**config.mk**
```make
export PLATFORM = sky130hd
export DESIGN_NAME = shreg_mc
export DESIGN_NICKNAME = d
export VERILOG_FILES = /design/src/rtl/shreg_pkg.sv /design/src/rtl/shreg_lane.sv /design/src/rtl/shreg_mc.sv
export SDC_FILE = /design/constraint.sdc
export NUM_CORES = 2
export LEC_CHECK = 0
export CORE_ASPECT_RATIO = 0.5
export CORE_MARGIN = 4
export CORE_UTILIZATION = 35
export CTS_CLUSTER_DIAMETER = 50
export DETAILED_ROUTE_END_ITERATION = 7
export PLACE_DENSITY_LB_ADDON = 0.15
export REMOVE_ABC_BUFFERS = 1
export SLEW_MARGIN = 40
export SYNTH_ARGS = -nofsm -noshare
export SYNTH_HDL_FRONTEND = slang
export SYNTH_SLANG_ARGS = --single-unit
```
**constraint.sdc**
```tcl
create_clock -name CLK -period 50.4 [get_ports CLK]
set_input_delay 10.08 -clock CLK [delete_from_list [all_inputs] [get_ports CLK]]
set_output_delay 10.08 -clock CLK [all_outputs]
set_load 0.005 [all_outputs]
```
**src/rtl/shreg_pkg.sv**
```systemverilog
// Shared constants, sample type and sizing helpers for the multi-channel
// sample-window shift register.
package shreg_pkg;

  localparam int DWIDTH_D = 15;
  localparam int UNR_D    = 4;
  localparam int NTAPS_D  = 37;

  typedef logic [DWIDTH_D-1:0] sample_t;

  // Integer ceiling division, used to size the number of beats per window fill.
  function automatic int ceil_div(input int num, input int den);
    return (num + den - 32'sd1) / den;
  endfunction

  // Channel index width; a single channel still gets a one-bit index.
  function automatic int chan_width(input int nch);
    return (nch > 32'sd1) ? $clog2(nch) : 32'sd1;
  endfunction

endpackage

```
**src/rtl/shreg_lane.sv**
```systemverilog
// One channel's sample window plus its saturating fill counter.
// win_next/full_next present the state this lane would take on a shift,
// so the top can register the updated window on the same edge.
module shreg_lane
  import shreg_pkg::*;
#(
  parameter int  DWIDTH    = DWIDTH_D,
  parameter int  UNR       = UNR_D,
  parameter int  NTAPS     = NTAPS_D,
  localparam int BUFLEN    = NTAPS - 1 + UNR,
  localparam int FILLBEATS = ceil_div(BUFLEN, UNR)
) (
  input  logic                           CLK,
  input  logic                           RST,
  input  logic                           clr,
  input  logic                           shift_en,
  input  logic [UNR-1:0][DWIDTH-1:0]     din,
  output logic [BUFLEN-1:0][DWIDTH-1:0]  win_next,
  output logic                           full_next
);

  localparam int FCW = $clog2(FILLBEATS + 1);
  localparam logic [FCW-1:0] FILL_MAX = FCW'(FILLBEATS);

  logic [BUFLEN-1:0][DWIDTH-1:0] win_r;
  logic [BUFLEN-1:0][DWIDTH-1:0] shifted_s;
  logic [FCW-1:0]                fill_r;
  logic [FCW-1:0]                fill_inc_s;

  // New samples enter at the low slots; the oldest samples fall off the top.
  for (genvar k = 0; k < UNR; k++) begin : g_new
    assign shifted_s[k] = din[k];
  end
  for (genvar k = UNR; k < BUFLEN; k++) begin : g_old
    assign shifted_s[k] = win_r[k-UNR];
  end

  // Fill counter advances per beat and saturates once the window is full.
  always_comb begin
    fill_inc_s = fill_r;
    if (fill_r == FILL_MAX) begin
      fill_inc_s = fill_r;
    end else begin
      fill_inc_s = fill_r + FCW'(1'b1);
    end
  end

  assign win_next  = shifted_s;
  assign full_next = (fill_inc_s == FILL_MAX);

  // Window and fill state: async reset, sync clear, shift on enable.
  always_ff @(posedge CLK or posedge RST) begin
    if (RST) begin
      win_r  <= '0;
      fill_r <= '0;
    end else if (clr) begin
      win_r  <= '0;
      fill_r <= '0;
    end else if (shift_en) begin
      win_r  <= shifted_s;
      fill_r <= fill_inc_s;
    end else begin
      win_r  <= win_r;
      fill_r <= fill_r;
    end
  end

endmodule

```
**src/rtl/shreg_mc.sv**
```systemverilog
// Multi-channel sample-window shift register. Each accepted beat shifts UNR
// new samples into one channel's window; the updated window is registered
// onto dout together with its channel tag and a window-full flag.
module shreg_mc
  import shreg_pkg::*;
#(
  parameter int  DWIDTH = DWIDTH_D,
  parameter int  UNR    = UNR_D,
  parameter int  NTAPS  = NTAPS_D,
  parameter int  NCH    = 1,
  localparam int BUFLEN = NTAPS - 1 + UNR,
  localparam int CHW    = chan_width(NCH)
) (
  input  logic                           CLK,
  input  logic                           RST,
  input  logic                           clr,
  input  logic                           in_valid,
  input  logic [CHW-1:0]                 in_ch,
  input  logic [UNR-1:0][DWIDTH-1:0]     din,
  output logic                           out_valid,
  output logic [CHW-1:0]                 out_ch,
  output logic                           out_full,
  output logic [BUFLEN-1:0][DWIDTH-1:0]  dout
);

  localparam logic [CHW:0] NCH_LIM = (CHW + 1)'(NCH);

  logic                                    ch_ok_s;
  logic                                    accept_s;
  logic [NCH-1:0]                          shift_en_s;
  logic [NCH-1:0][BUFLEN-1:0][DWIDTH-1:0]  lane_win_s;
  logic [NCH-1:0]                          lane_full_s;
  logic [BUFLEN-1:0][DWIDTH-1:0]           sel_win_s;
  logic                                    sel_full_s;

  logic                                    out_valid_r;
  logic [CHW-1:0]                          out_ch_r;
  logic                                    out_full_r;
  logic [BUFLEN-1:0][DWIDTH-1:0]           dout_r;

  // A beat counts only for an existing channel and never alongside a clear.
  assign ch_ok_s  = ({1'b0, in_ch} < NCH_LIM);
  assign accept_s = in_valid & ~clr & ch_ok_s;

  // One-hot shift enable for the addressed lane.
  always_comb begin
    shift_en_s = '0;
    for (int c = 0; c < NCH; c++) begin
      if (accept_s && (in_ch == CHW'(c))) begin
        shift_en_s[c] = 1'b1;
      end else begin
        shift_en_s[c] = 1'b0;
      end
    end
  end

  for (genvar c = 0; c < NCH; c++) begin : g_lane
    shreg_lane #(
      .DWIDTH (DWIDTH),
      .UNR    (UNR),
      .NTAPS  (NTAPS)
    ) u_lane (
      .CLK       (CLK),
      .RST       (RST),
      .clr       (clr),
      .shift_en  (shift_en_s[c]),
      .din       (din),
      .win_next  (lane_win_s[c]),
      .full_next (lane_full_s[c])
    );
  end

  // AND-OR mux picking the addressed lane's post-shift window and full flag.
  always_comb begin
    sel_win_s  = '0;
    sel_full_s = 1'b0;
    for (int c = 0; c < NCH; c++) begin
      sel_win_s  = sel_win_s
                 | (lane_win_s[c] & {(BUFLEN*DWIDTH){in_ch == CHW'(c)}});
      sel_full_s = sel_full_s | (lane_full_s[c] & (in_ch == CHW'(c)));
    end
  end

  // Output register: load on an accepted beat, zero on clear, hold otherwise.
  always_ff @(posedge CLK or posedge RST) begin
    if (RST) begin
      out_valid_r <= 1'b0;
      out_ch_r    <= '0;
      out_full_r  <= 1'b0;
      dout_r      <= '0;
    end else if (clr) begin
      out_valid_r <= 1'b0;
      out_ch_r    <= '0;
      out_full_r  <= 1'b0;
      dout_r      <= '0;
    end else if (accept_s) begin
      out_valid_r <= 1'b1;
      out_ch_r    <= in_ch;
      out_full_r  <= sel_full_s;
      dout_r      <= sel_win_s;
    end else begin
      out_valid_r <= 1'b0;
      out_ch_r    <= out_ch_r;
      out_full_r  <= out_full_r;
      dout_r      <= dout_r;
    end
  end

  assign out_valid = out_valid_r;
  assign out_ch    = out_ch_r;
  assign out_full  = out_full_r;
  assign dout      = dout_r;

endmodule
```
==> results.yml <==
status:
  status: "complete, no violations"
hold_path:
  min_from: "g_lane[0].u_lane.win_next[595]"
  hp-class: "flip-flop to flip-flop"
  min_to: "dout[595]"
  holdPathStages: 2
clock_network:
  postCtsSetupBuffers: 0
  cts-root-buf: "clkbuf_16"
  clk-insertion-delay-late_ps: 700
  clockBufferDepth: 3
  cts_tree: "yes"
  htree_levels: 3
  cts-resized-gates: 0
  cts_buffers: 107
  clk_pin_slew_ps: 70
  cts_hold_buf: 0
  numClockSinks: 1147
timing:
  slew_viol_final: 0
  rsz0062_at_grt: "false"
  fmax_mhz: 71.5
  timing.final.crit_share: 0.278
  setup_tns_ps: 0
  slew_headroom: 0.477
  layout_setup_ws_ps: 36410
  fin_crit_ps: 13990
  setup_viol: 0
  hold_viol: 0
  worstMarginPinSlew_ps: 784
  clock_skew_ps: 22.4
setup_path:
  critPathKind: "primary input to flip-flop"
  cp.arrival_ps: 14610
  r2r_cells: 6
  startpoint_type: "primary input"
  r2r_start: "g_lane[0].u_lane.fill_r[0]"
  rrSetupSlack_ps: 48860
  worst_r2r_endpoint: "out_full"
  worstSetupEndpointType: "flip-flop"
  path_max_fanout: 134
  cp.required_ps: 51020
placed_design:
  port_buffers: 667
  place_inst: 6379
  dp_hpwl_mm: 75.5
  pre_cts_ws_ps: 35460
  gp_congestion: 0.766
drt:
  wire_per_inst_microns: 17.8
  drc: 0
  dr.pass1.iters: 5
  wl_met1_mm: 45.6
  dr_wl_met3_mm: 3.95
  ant_nets: 0
  dr_wl_met2_mm: 62.3
  routed_wl_mm: 117
  first_iter_violations: 2227
  routed.top_layer: "met4"
  via_count: 31700
  via_per_inst: 4.82
power:
  p_per_area_nw_per_um2: 34.7
  p_leak_nw: 22.8
  power_switching_w: 0.000429
  internal-power_w: 0.00146
  ir_worst_vdd_mv: 0.0258
  comb_power_share: 0.044
  power_frac_clock: 0.463
  pwr-share-seq: 0.493
  netSwitchingFraction: 0.227
layout:
  final_nets: 4949
  synthToLayoutAreaGrowth_pct: 27.4
  layout_common_cells: "nand2_1, dfrtp_1, a21oi_1"
  fillers: 11700
  layout-drive-gt1-share: 0.0475
  final_common_cell: "nand2_1"
  final_cells: 6581
floorplanning:
  rows: 90
  die_w_microns: 502
  die_h_microns: 255
  io_pins: 668
  core_area_sq_um: 121000
  die_area_sq_um: 128000
  initial_core_util: 0.353
logic_synthesis:
  synthesis.instances: 4379
  syn_avg_cell_area_sq_um: 9.75
  synth_area_leaders: "dfrtp_1, nand2_1, a21oi_1, buf_2, clkbuf_1"
  ys_ff_latch: 1147
  yosys_warnings: 0
  synth_top_area_share: 0.672
  seq_area_frac_synth: 0.672
  yosysTopAreaCell: "dfrtp_1"
  syn_area_sq_um: 42700
  synthDistinctLibCells: 22
global_routing:
  grt_max_degree: 182
  gr-total-overflow: 0
  grt_use_total: 0.178
  grt_antenna_before_repair: 0
  grt_pass1_wl_mm: 181
  grt_pass1_vias: 31100
job:
  cap_violations: 0
[routing by layer]
metal | up-vias | GRT usage
li1 | 15300 | -
met1 | 15800 | 0.211
met2 | 458 | 0.317
met3 | 219 | 0.0333
met4 | 0 | 0.0767
met5 | - | 0
[worst max path at each step]
stage | startpoint | endpoint | depth (start not counted)
floorplan | RST | dout[0] | 1
global placement | in_ch | g_lane[0].u_lane.win_next[134] | 8
detailed placement | in_ch | g_lane[0].u_lane.win_next[129] | 9
CTS | in_ch | g_lane[0].u_lane.win_next[129] | 9
global route | in_ch | g_lane[0].u_lane.win_next[460] | 10
finish | in_ch | dout[520] | 10
[worst max-delay path, stage by stage]
cell,delay [ps]
clkdlybuf4s50_1,530
nand2b_4,350
buf_12,300
buf_4,670
buf_12,430
buf_16,420
buf_6,630
buf_6,700
nand2_1,130
a21oi_1,180
[metrics by stage]
stage | hold slack, ps | util | power (W) | area (sq um)
floorplan | 491 | - | 0.000987 | 41100
global placement | 504 | 0.415 | 0.00103 | 50200
detailed placement | 508 | 0.417 | 0.00103 | 50400
CTS | 518 | 0.449 | 0.00191 | 54200
global route | 532 | 0.450 | 0.00196 | 54400
finish | 513 | 0.450 | 0.00189 | 54400
[flip-flops by register name (all words and copies together), names as in the netlist]
signal / flops
out_full: 1
g_lane.u_lane.fill_r: 4
dout: 600
g_lane.u_lane.win_next: 540
out_ch: 1
out_valid: 1
[Yosys cell counts]
| cell | n |
|---|---|
| a21oi_1 | 1144 |
| buf_1 | 5 |
| buf_2 | 240 |
| buf_4 | 5 |
| buf_6 | 5 |
| clkbuf_1 | 67 |
| dfrtp_1 | 1147 |
| ha_1 | 2 |
| inv_1 | 2 |
| mux2i_1 | 1 |
| nand2_1 | 1743 |
| nand2b_1 | 1 |
| nand3_1 | 2 |
| nor2_1 | 5 |
| nor2b_1 | 1 |
| nor3b_1 | 1 |
| nor4b_1 | 1 |
| o211ai_1 | 1 |
| o21ai_0 | 2 |
| o31ai_1 | 1 |
| or3_1 | 1 |
| xnor2_1 | 2 |
[cell type report]
type / count / area, sq um / area share
tap: 1610 / 2010 / 0.0370
sequential: 1147 / 28700 / 0.528
timing repair buffer: 716 / 7410 / 0.136
antenna: 1 / 2.50 / 0.0000460
inverter: 2 / 20.0 / 0.000368
clock inverter: 50 / 688 / 0.0127
multi-input combinational: 2908 / 12400 / 0.228
clock buffer: 147 / 3120 / 0.0574
[power groups by stage]
| stage | clock (W) | combinational (W) | sequential [W] |
|---|---|---|---|
| finish | 0.000874 | 0.0000821 | 0.000930 |
| global route | 0.000941 | 0.0000926 | 0.000930 |
| CTS | 0.000900 | 0.0000836 | 0.000930 |
| detailed placement | 0 | 0.0000835 | 0.000948 |
| global placement | 0 | 0.0000804 | 0.000947 |
| floorplan | 0 | 0.0000381 | 0.000949 |
[kinds of logic (layout without fill, tap and decap cells)]
family / after synthesis / in the layout / share of synthesized area
simple gates: 1755 / 1755 / 0.155
compound gates: 1148 / 1148 / 0.135
flops: 1147 / 1147 / 0.672
buf+inv: 324 / 915 / 0.0368
fa+ha+maj: 2 / 2 / 0.000586
xor+xnor: 2 / 2 / 0.000410
mux: 1 / 1 / 0.000235
other cells: 0 / 1 / 0
Note: power is estimated with default switching activity, not from simulation.
